===== config.mk =====
export PLATFORM = sky130hd
export DESIGN_NAME = sirv_debug_progbuf
export DESIGN_NICKNAME = d
export VERILOG_FILES = /design/src/rtl/sirv_debug_progbuf.sv
export SDC_FILE = /design/constraint.sdc
export NUM_CORES = 1
export LEC_CHECK = 0
export BUFFER_PORTS_ARGS = -buffer_cell sky130_fd_sc_hd__buf_2
export CORE_MARGIN = 1
export CORE_UTILIZATION = 60
export CTS_BUF_LIST = sky130_fd_sc_hd__clkbuf_8
export CTS_CLUSTER_DIAMETER = 60
export DETAILED_ROUTE_END_ITERATION = 6
export HOLD_SLACK_MARGIN = 0.02
export PLACE_DENSITY = 0.81
export SKIP_CTS_REPAIR_TIMING = 1
export SYNTH_ARGS = -nofsm -noshare
export SYNTH_HDL_FRONTEND = slang
export SYNTH_SLANG_ARGS = --single-unit

===== constraint.sdc =====
create_clock -name clk -period 2.1 [get_ports clk]
set_input_delay 0.21 -clock clk [delete_from_list [all_inputs] [get_ports clk]]
set_output_delay 0.21 -clock clk [all_outputs]
set_load 0.03 [all_outputs]

===== src/rtl/sirv_debug_progbuf.sv =====
// Debug program buffer shared by the DMI port and the hart.
// DMI accesses are combinational; hart accesses use a valid/ready port.
module sirv_debug_progbuf #(
    parameter int DW    = 32,
    parameter int DEPTH = 7,
    parameter int AW    = 3
) (
    input  logic            clk,
    input  logic            rst_n,
    input  logic            dmi_cs,
    input  logic            dmi_rd,
    input  logic [AW-1:0]   dmi_addr,
    input  logic [DW-1:0]   dmi_wdat,
    output logic [DW-1:0]   dmi_dout,
    output logic            dmi_err,
    input  logic            icb_cmd_valid,
    output logic            icb_cmd_ready,
    input  logic            icb_cmd_read,
    input  logic [AW-1:0]   icb_cmd_addr,
    input  logic [DW-1:0]   icb_cmd_wdata,
    input  logic [DW/8-1:0] icb_cmd_wmask,
    output logic            icb_rsp_valid,
    input  logic            icb_rsp_ready,
    output logic [DW-1:0]   icb_rsp_rdata,
    output logic            icb_rsp_err,
    input  logic            go,
    input  logic            done,
    output logic            busy
);

    localparam int NB = DW / 8;
    localparam logic [AW:0] DEPTH_W = (AW + 1)'(DEPTH);

    logic [DW-1:0] mem_q [DEPTH];
    logic [DW-1:0] mem_d [DEPTH];
    logic          busy_q, busy_d;
    logic          dmi_err_q, dmi_err_d;
    logic          rsp_valid_q, rsp_valid_d;
    logic [DW-1:0] rsp_rdata_q, rsp_rdata_d;
    logic          rsp_err_q, rsp_err_d;

    logic          cmd_hs;
    logic          hart_in_rng;
    logic          hart_wr;
    logic          dmi_in_rng;
    logic          dmi_wr_req;
    logic          dmi_wr_ok;
    logic [DW-1:0] hart_rd_data;

    assign icb_cmd_ready = ~rsp_valid_q | icb_rsp_ready;
    assign cmd_hs        = icb_cmd_valid & icb_cmd_ready;
    assign hart_in_rng   = {1'b0, icb_cmd_addr} < DEPTH_W;
    assign dmi_in_rng    = {1'b0, dmi_addr} < DEPTH_W;
    assign hart_wr       = cmd_hs & ~icb_cmd_read & hart_in_rng;
    assign dmi_wr_req    = dmi_cs & ~dmi_rd;
    // Hart wins a same-entry collision; busy and range also block the DMI.
    assign dmi_wr_ok     = dmi_wr_req & ~busy_q & dmi_in_rng
                         & ~(hart_wr & (icb_cmd_addr == dmi_addr));

    assign dmi_err       = dmi_err_q;
    assign busy          = busy_q;
    assign icb_rsp_valid = rsp_valid_q;
    assign icb_rsp_rdata = rsp_rdata_q;
    assign icb_rsp_err   = rsp_err_q;

    // Combinational read muxes for the DMI and hart ports
    always_comb begin
        dmi_dout     = '0;
        hart_rd_data = '0;
        for (int i = 0; i < DEPTH; i++) begin
            if (dmi_addr == AW'(i)) dmi_dout = mem_q[i];
            if (icb_cmd_addr == AW'(i)) hart_rd_data = mem_q[i];
        end
    end

    // Next-state for storage, interlock, error pulse and response buffer
    always_comb begin
        mem_d = mem_q;
        for (int i = 0; i < DEPTH; i++) begin
            if (dmi_wr_ok && dmi_addr == AW'(i)) mem_d[i] = dmi_wdat;
            if (hart_wr && icb_cmd_addr == AW'(i)) begin
                for (int b = 0; b < NB; b++) begin
                    if (icb_cmd_wmask[b])
                        mem_d[i][8*b +: 8] = icb_cmd_wdata[8*b +: 8];
                end
            end
        end

        busy_d = busy_q;
        if (go)        busy_d = 1'b1;
        else if (done) busy_d = 1'b0;

        dmi_err_d = dmi_wr_req & ~dmi_wr_ok;

        rsp_valid_d = rsp_valid_q;
        rsp_rdata_d = rsp_rdata_q;
        rsp_err_d   = rsp_err_q;
        if (cmd_hs) begin
            rsp_valid_d = 1'b1;
            rsp_err_d   = ~hart_in_rng;
            rsp_rdata_d = (icb_cmd_read && hart_in_rng) ? hart_rd_data : '0;
        end else if (icb_rsp_ready) begin
            rsp_valid_d = 1'b0;
        end
    end

    // State registers, cleared asynchronously
    always_ff @(posedge clk or negedge rst_n) begin
        if (!rst_n) begin
            for (int i = 0; i < DEPTH; i++) mem_q[i] <= '0;
            busy_q      <= 1'b0;
            dmi_err_q   <= 1'b0;
            rsp_valid_q <= 1'b0;
            rsp_rdata_q <= '0;
            rsp_err_q   <= 1'b0;
        end else begin
            mem_q       <= mem_d;
            busy_q      <= busy_d;
            dmi_err_q   <= dmi_err_d;
            rsp_valid_q <= rsp_valid_d;
            rsp_rdata_q <= rsp_rdata_d;
            rsp_err_q   <= rsp_err_d;
        end
    end

endmodule


; ---- Word-level counts from Yosys, hierarchy flattened
; Cells that the tools add are included.
[op_classes]
magnitude_cmp = 2
eq_ne = 13
muxes = 61
bitwise = 17
reduce_logical = 19
[ops]
columns = cell, count
row1 = two-way mux 32 bit, 29
row2 = two-way mux 8 bit, 28
row3 = == test 3 bit (second input constant), 6
row4 = logical AND 1 bit, 15
row5 = == test 3 x 2 -> 1 bit (second input constant), 4
row6 = bitwise AND 1 bit, 9
row7 = inverter 1 bit, 7
row8 = == test 3 x 1 -> 1 bit (second input constant), 2
row9 = zero test 3 bit, 2
row10 = < comparator 3 bit (second input constant), 2
row11 = two-way mux 1 bit, 4
row12 = nonzero test 2 bit, 2
row13 = == test 3 bit, 1
row14 = OR 1 bit, 1
[totals]
regBits = 260
out_inout_bits = 69
word_cells = 124

; ---- Logic depth before layout (Yosys ltp)
; Gate-level depths: netlist of run 1.
[depth]
depth_word = 12
ltp_mapped = 9
ltp_nobuf = 5

; ---- Worst setup path before layout of run 1
; Ideal clock, no wire load.
[synth_path]
path_type = register -> register
startpoint = reg rsp_valid_q, in the netlist icb_rsp_valid
endpoint = reg mem_q[193] (netlist name)
setup_ps = 137
arrival_time_ps = 2232
slack_ps = -269
stages_incl_launch_ff = 8
path_buffers = 2
cell_sequence = dfrtp_1 nand2b_1 and3_1 buf_2 a2111oi_4 buf_6 mux2i_1 a21oi_1
[synth_rtl]
columns = item, line_no
row1 = "start, declared", 38  ; logic rsp_valid_q, rsp_valid_d;
row2 = "start signal, assigned", 120  ; rsp_valid_q <= rsp_valid_d;
row3 = "end signal, assigned", 117  ; mem_q <= mem_d;
row4 = "end, declared", 34  ; logic [DW-1:0] mem_q [DEPTH];

; ---- Worst setup path in the final report of run 1
[layout_path]
startpoint = reg mem_q[53] (netlist name)
endpoint = out dmi_dout[21]
[layout_via]
elab_chain_len = 2
[layout_lines]
columns = item, line_no
row1 = two-way mux 32 bit (2 in series), 71  ; if (dmi_addr == AW'(i)) dmi_dout = mem_q[i];
row2 = "end, declared", 14  ; output logic [DW-1:0] dmi_dout,
; Every way passes these cells.

==> key figures, run 1 <==
Outcome
  – Run status: complete, no violations

Setup path
  – CP delay by family, top: compound AO/OA/AOI/OAI gates
  – Critical Path Source Type: flip-flop
  – Maximum fanout along the worst path: 3
  – WP buf/inv: 1
  – Crit. End Element: output pin
  – Worst path cell trace: mux2_2 > a22oi_2 > o22ai_1 > a31o_2 > buf_6
  – Slowest library cell on the worst path: dfrtp_1
  – Critical Path AT: 1.87 ns
  – Critical Path Max Stage Delay: 0.40 ns
  – Critical path required time: 1.89 ns
  – Critical path type: reg2out

Synthesis
  – Post-synth EDFFs: 0
  – Syn Nets: 1792
  – Mean Syn Cell Area: 8.80 sq um
  – Yosys warns: 0
  – Synthesized flop and latch total: 260
  – Top cells by area, synth: dfrtp_1 (43%), nand2_1 (11%), mux4_2 (8.8%)
  – Most common library cells after synthesis: nand2_1 (424), nor2_1 (282), dfrtp_1 (260)
  – Top_reg_cell synth: dfrtp_1
  – Netlist cell types: 38
  – Sequential share of the synthesized area: 0.433
  – Yosys top cell by area: dfrtp_1
  – Cell count after synthesis: 1709
  – Top-count cell post-synth: nand2_1
  – Netlist area before placement: 15000 sq um
  – Top-area cell type share of the netlist area: 0.433
  – Asr flop ratio synth: 1.00

Timing
  – Relative slew slack: 0.513
  – Setup TNS: 0 ns
  – Final Hold Viols: 0
  – # setup viols final: 0
  – RSZ-0062 raised after global routing: true
  – Final slew viol count: 0
  – Final Critical Period: 2.08 ns
  – Worst-margin pin slew: 0.731 ns
  – FMAX: 0.482 GHz
  – Setup Skew: 0.0160 ns
  – Period utilization: 0.989

Layout
  – # fillers: 1669
  – Final instance area: 18400 sq um
  – Finished Core Util: 0.751
  – Share of cells above drive strength 1: 0.209
  – Synth-to-Final Area Change: 22.1%
  – Layout Nets: 2031

Route
  – Final ANT Viol Nets: 0
  – Routed WL: 51.7 mm
  – DRC: 0
  – Drt first pass iters: 7
  – Via-per-instance ratio: 6.56
  – Vias post-DR: 15100
  – DR iter-0 viols: 1878
  – WL/cell: 22.4 um

Placement
  – Final HPWL from detailed placement: 31.6 mm
  – Gp weighted congestion: 0.905
  – Area after DPL: 16700 sq um
  – PortBufs: 151

Die
  – Die width: 160 um
  – I/O pin count: 152
  – Die area: 25700 sq um
  – Num rows: 57
  – Die Height: 160 um
  – Initial cell density of the core: 0.615
  – Core area: 24500 sq um

Pwr
  – Final Power: 16.9 mW
  – Leak pwr: 8.29 nW
  – Worst vdd ir: 0.767 mV
  – Pwr dens: 918 nW/um^2

GRT
  – Largest net degree at the start of global routing: 69
  – Vias in the first global route: 14500
  – First-pass GRT wire length: 77.3 mm
  – Gr usage total: 0.389
  – Initial antenna violation count: 4
  – Gr ovfl total: 0

CTS
  – # clock sinks: 260
  – CTS Buf Count: 44
  – CTS max path bufs: 3
  – Root buffer cell: clkbuf_8
  – CTS tree: yes
  – CTS H-tree lvls: 2
  – Worst-Skew Late Latency: 0.56 ns
  – Clock-pin slew on the worst setup and hold paths: 0.06 ns

Job
  – Maximum capacitance violations: 0

Worst hold path
  – Min-delay worst type: in2reg
metal layers:
metal | vias to the layer above | track usage | wire length [um]
met1 | 7178 | 0.499 | 18400
met3 | 290 | 0.0971 | 6650
met2 | 1156 | 0.599 | 23600
li1 | 6517 | - | -
met4 | 2 | 0.239 | 3030
met5 | - | 0 | 13
state kept, by name (all words and copies together) (netlist names):
name / cells
busy: 1
icb_rsp_valid: 1
icb_rsp_rdata: 32
mem_q: 224
icb_rsp_err: 1
dmi_err: 1
stage by stage:
stage | worst slack (ns) | hold slack [ns] | cells
after floorplan | 0.0109 | -0.0856 | 1709
after global placement | 0.0718 | 0.180 | 2152
after detailed placement | -0.0296 | 0.191 | 2152
after CTS | -0.0751 | -0.393 | 2230
after global routing | -0.0287 | 0.0159 | 2307
final | 0.0238 | 0.00273 | 2307
power breakdown:
| part | switching (mW) | leakage, nW | internal (mW) |
|---|---|---|---|
| registers | 1.08 | 3.21 | 6.38 |
| logic | 2.56 | 4.57 | 2.22 |
| clock network | 2.13 | 0.513 | 2.48 |
| total | 5.77 | 8.29 | 11.1 |
logic make-up (layout without fill, tap and decap cells):
| family | Yosys count | in the layout | synth area share |
|---|---|---|---|
| muxes | 187 | 187 | 0.174 |
| DFF | 260 | 260 | 0.433 |
| xor gates and xnor gates | 3 | 3 | 0.00175 |
| buffers and inverters | 130 | 401 | 0.0414 |
| and+or+nand+nor | 753 | 753 | 0.196 |
| other | 0 | 3 | 0 |
| AOI/OAI and AO/OA | 376 | 376 | 0.154 |
area by class of cell:
type,instances,area (sq um),area share
multi-input cells,1319,8020,0.437
flip-flops and latches,260,6510,0.354
repair buffers,322,2540,0.138
clock buffers,55,757,0.0412
well taps,324,405,0.0221
clock inverters,23,124,0.00674
diodes,3,7.51,0.000409
inverters,1,3.75,0.000204
path summary, 6_finish.rpt:
path	depth (start not counted)	endpoint	slack, ns	start
setup / recovery	5	dmi_dout[21]	0.02	mem_q[53]
min in group asynchronous	2	mem_q[164]	0.19	rst_n
hold / removal	3	mem_q[170]	0.003	icb_cmd_wdata[10]
max in group asynchronous	3	icb_rsp_rdata[23]	1.13	rst_n
setup reg to reg	7	mem_q[28]	0.07	icb_rsp_valid
hold reg to reg	2	icb_rsp_rdata[2]	0.46	icb_rsp_rdata[2]
tightest hold or removal path, cell delays in order:
cell	delay, ns
buf_2	0.15
nor2_1	0.11
a21oi_1	0.05
cells in the final DEF (no fill, tap or decap), drive strengths merged, types with 5 or more instances in the layout:
cell type	instances
dlygate4sd3	65
a31o	5
nand2b	5
dfrtp	260
nand2	424
a21oi	118
o21ai	32
clkbuf	55
mux4	59
o22ai	5
inv	16
a222oi	5
a211oi	6
mux2	5
a211o	5
nor2	282
clkinv	6
a31oi	160
a22oi	37
mux2i	123
nand3	21
buf	257
Note: power is estimated with default switching activity, not from simulation.
==> run 2, diff against run 1 <==
--- a/config.mk
+++ b/config.mk
@@ -5,14 +5,14 @@
 export SDC_FILE = /design/constraint.sdc
 export NUM_CORES = 1
 export LEC_CHECK = 0
-export BUFFER_PORTS_ARGS = -buffer_cell sky130_fd_sc_hd__buf_2
 export CORE_MARGIN = 1
 export CORE_UTILIZATION = 60
 export CTS_BUF_LIST = sky130_fd_sc_hd__clkbuf_8
 export CTS_CLUSTER_DIAMETER = 60
 export DETAILED_ROUTE_END_ITERATION = 6
+export DONT_BUFFER_PORTS = 1
 export HOLD_SLACK_MARGIN = 0.02
-export PLACE_DENSITY = 0.81
+export PLACE_DENSITY = 0.76
 export SKIP_CTS_REPAIR_TIMING = 1
 export SYNTH_ARGS = -nofsm -noshare
 export SYNTH_HDL_FRONTEND = slang
==> run 2 against run 1 <==
Effect of this change: the run now ends with DRC, hold timing left; total power shrank 4.9%; critical endpoint is now mem_q[117]; sequential power grew 3.1%; largest cell class unchanged; critical path depth increased by 2; core utilization down 4.1 points; largest power group unchanged; non-clock buffer count fell by 151.
==> key figures, run 2 (synthesis results as in run 1) <==
Die
  – Core area: 24500 sq um
  – Num rows: 57
  – Initial cell density of the core: 0.615
  – Die Height: 160 um
  – Die area: 25700 sq um
  – I/O pin count: 152
  – Die width: 160 um

Route
  – Final ANT Viol Nets: 0
  – WL/cell: 23.1 um
  – DRC: 9
  – DR iter-0 viols: 1850
  – Vias post-DR: 14200
  – Drt first pass iters: 7
  – Routed WL: 49.9 mm
  – Via-per-instance ratio: 6.58

Worst hold path
  – Min-delay worst type: in2async

Setup path
  – Crit. End Element: flip-flop
  – Critical Path Source Type: flip-flop
  – Critical path type: reg2reg
  – Maximum fanout along the worst path: 22
  – Critical Path Max Stage Delay: 0.42 ns
  – Critical path origin: icb_rsp_valid
  – R2r startpoint: icb_rsp_valid
  – Worst path cell trace: nand2b_4 > and3_1 > buf_6 > a211o_1 > buf_4 > nand2_1 > a31oi_1
  – CP delay by family, top: buffers and inverters
  – Critical Path AT: 2.51 ns
  – Critical path required time: 2.56 ns
  – Slowest library cell on the worst path: dfrtp_2
  – Reg2Reg Setup Slack: 0.05 ns
  – WP buf/inv: 2

Layout
  – Finished Core Util: 0.710
  – Post-Layout Cell Count: 2155
  – Most common cell after layout, fill and taps aside: nand2_1
  – Max reg flops: 224
  – Final instance area: 17400 sq um
  – Synth-to-Final Area Change: 15.4%
  – Commonest cells after routing, fill and taps aside: nand2_1 (424), nor2_1 (282), dfrtp_1 (258), a31oi_1 (160), mux2i_1 (123)
  – Share of cells above drive strength 1: 0.134
  – Register name with the most flops: mem_q
  – Layout Nets: 1880

Pwr
  – Leak pwr: 7.56 nW
  – Final Power: 16.0 mW
  – Worst vdd ir: 0.599 mV
  – Pwr dens: 923 nW/um^2

Timing
  – Final worst slack: 0.0478 ns
  – # setup viols final: 0
  – Worst-margin pin slew: 0.715 ns
  – Setup Skew: 0.0333 ns
  – Relative slew slack: 0.521
  – FMAX: 0.487 GHz
  – Final slew viol count: 0
  – Setup TNS: 0 ns
  – Period utilization: 0.977
  – Min Hold Slack: -0.650 ns
  – Final Critical Period: 2.05 ns
  – Final Hold Viols: 261

CTS
  – # clock sinks: 260
  – Worst-Skew Late Latency: 0.56 ns
  – CTS H-tree lvls: 2
  – CTS tree: yes
  – Root buffer cell: clkbuf_8
  – Clock-pin slew on the worst setup and hold paths: 0.06 ns
  – CTS Buf Count: 44
  – CTS max path bufs: 3

Placement
  – Final HPWL from detailed placement: 28.7 mm
  – Area after DPL: 15700 sq um
  – PortBufs: 0
  – Placement Setup Slack: -0.0243 ns
  – Gp weighted congestion: 0.830
  – Cell Count Post-Placement: 2002

GRT
  – Largest net degree at the start of global routing: 261
  – Gr usage total: 0.380
  – Vias in the first global route: 13700
  – Initial antenna violation count: 3
  – Gr ovfl total: 0
  – First-pass GRT wire length: 75.7 mm

Job
  – Maximum capacitance violations: 0

Outcome
  – Run status: complete, but fails checks
  – Failing checks: DRC, hold timing
==> run 2: cell types whose count changed in the layout (fill, tap and decap cells not counted), moves of 3 or more <==
cell / before / now
nor2_2: 3 / 0
buf_6: 8 / 3
a22oi_1: 32 / 37
dlygate4sd3_1: 65 / 70
buf_2: 141 / 0
buf_12: 22 / 7
inv_1: 16 / 19
a22oi_2: 5 / 0
nor2_1: 279 / 282
buf_4: 85 / 89
==> run 2: worst register-to-register path, stage by stage (launching register included) <==
cell and delay, ns:
dfrtp_2 0.42, nand2b_4 0.07, and3_1 0.36, buf_6 0.26, a211o_1 0.19, buf_4 0.33, nand2_1 0.12, a31oi_1 0.20
==> run 2: worst paths after layout <==
check | end | cells after the start
max in group asynchronous | mem_q[24] | 0
worst max-delay path | mem_q[117] | 7
worst max register to register | mem_q[117] | 7
min in group clk | icb_rsp_rdata[7] | 3
worst min register to register | mem_q[103] | 2
worst min-delay path | icb_rsp_rdata[5] | 0
==> run 2: where the power goes <==
group          internal, mW  total, mW  switching, mW
Combinational          2.00       3.86           1.85
Sequential             6.38       7.69           1.30
Clock                  2.40       4.49           2.09
Total                  10.8       16.0           5.25
==> run 2: cell type report <==
class	instances	area, sq um
multi-input combinational	1319	7990
fill	1808	7100
sequential	260	6510
timing repair buffer	171	1590
clock buffer	53	729
tap	324	405
clock inverter	24	123
antenna	3	7.51
inverter	1	3.75
==> run 2: per-layer routing <==
layer	GRT usage	share of wire
met1	0.494	0.38
met5	0	0
met3	0.0894	0.12
met4	0.185	0.042
met2	0.603	0.46
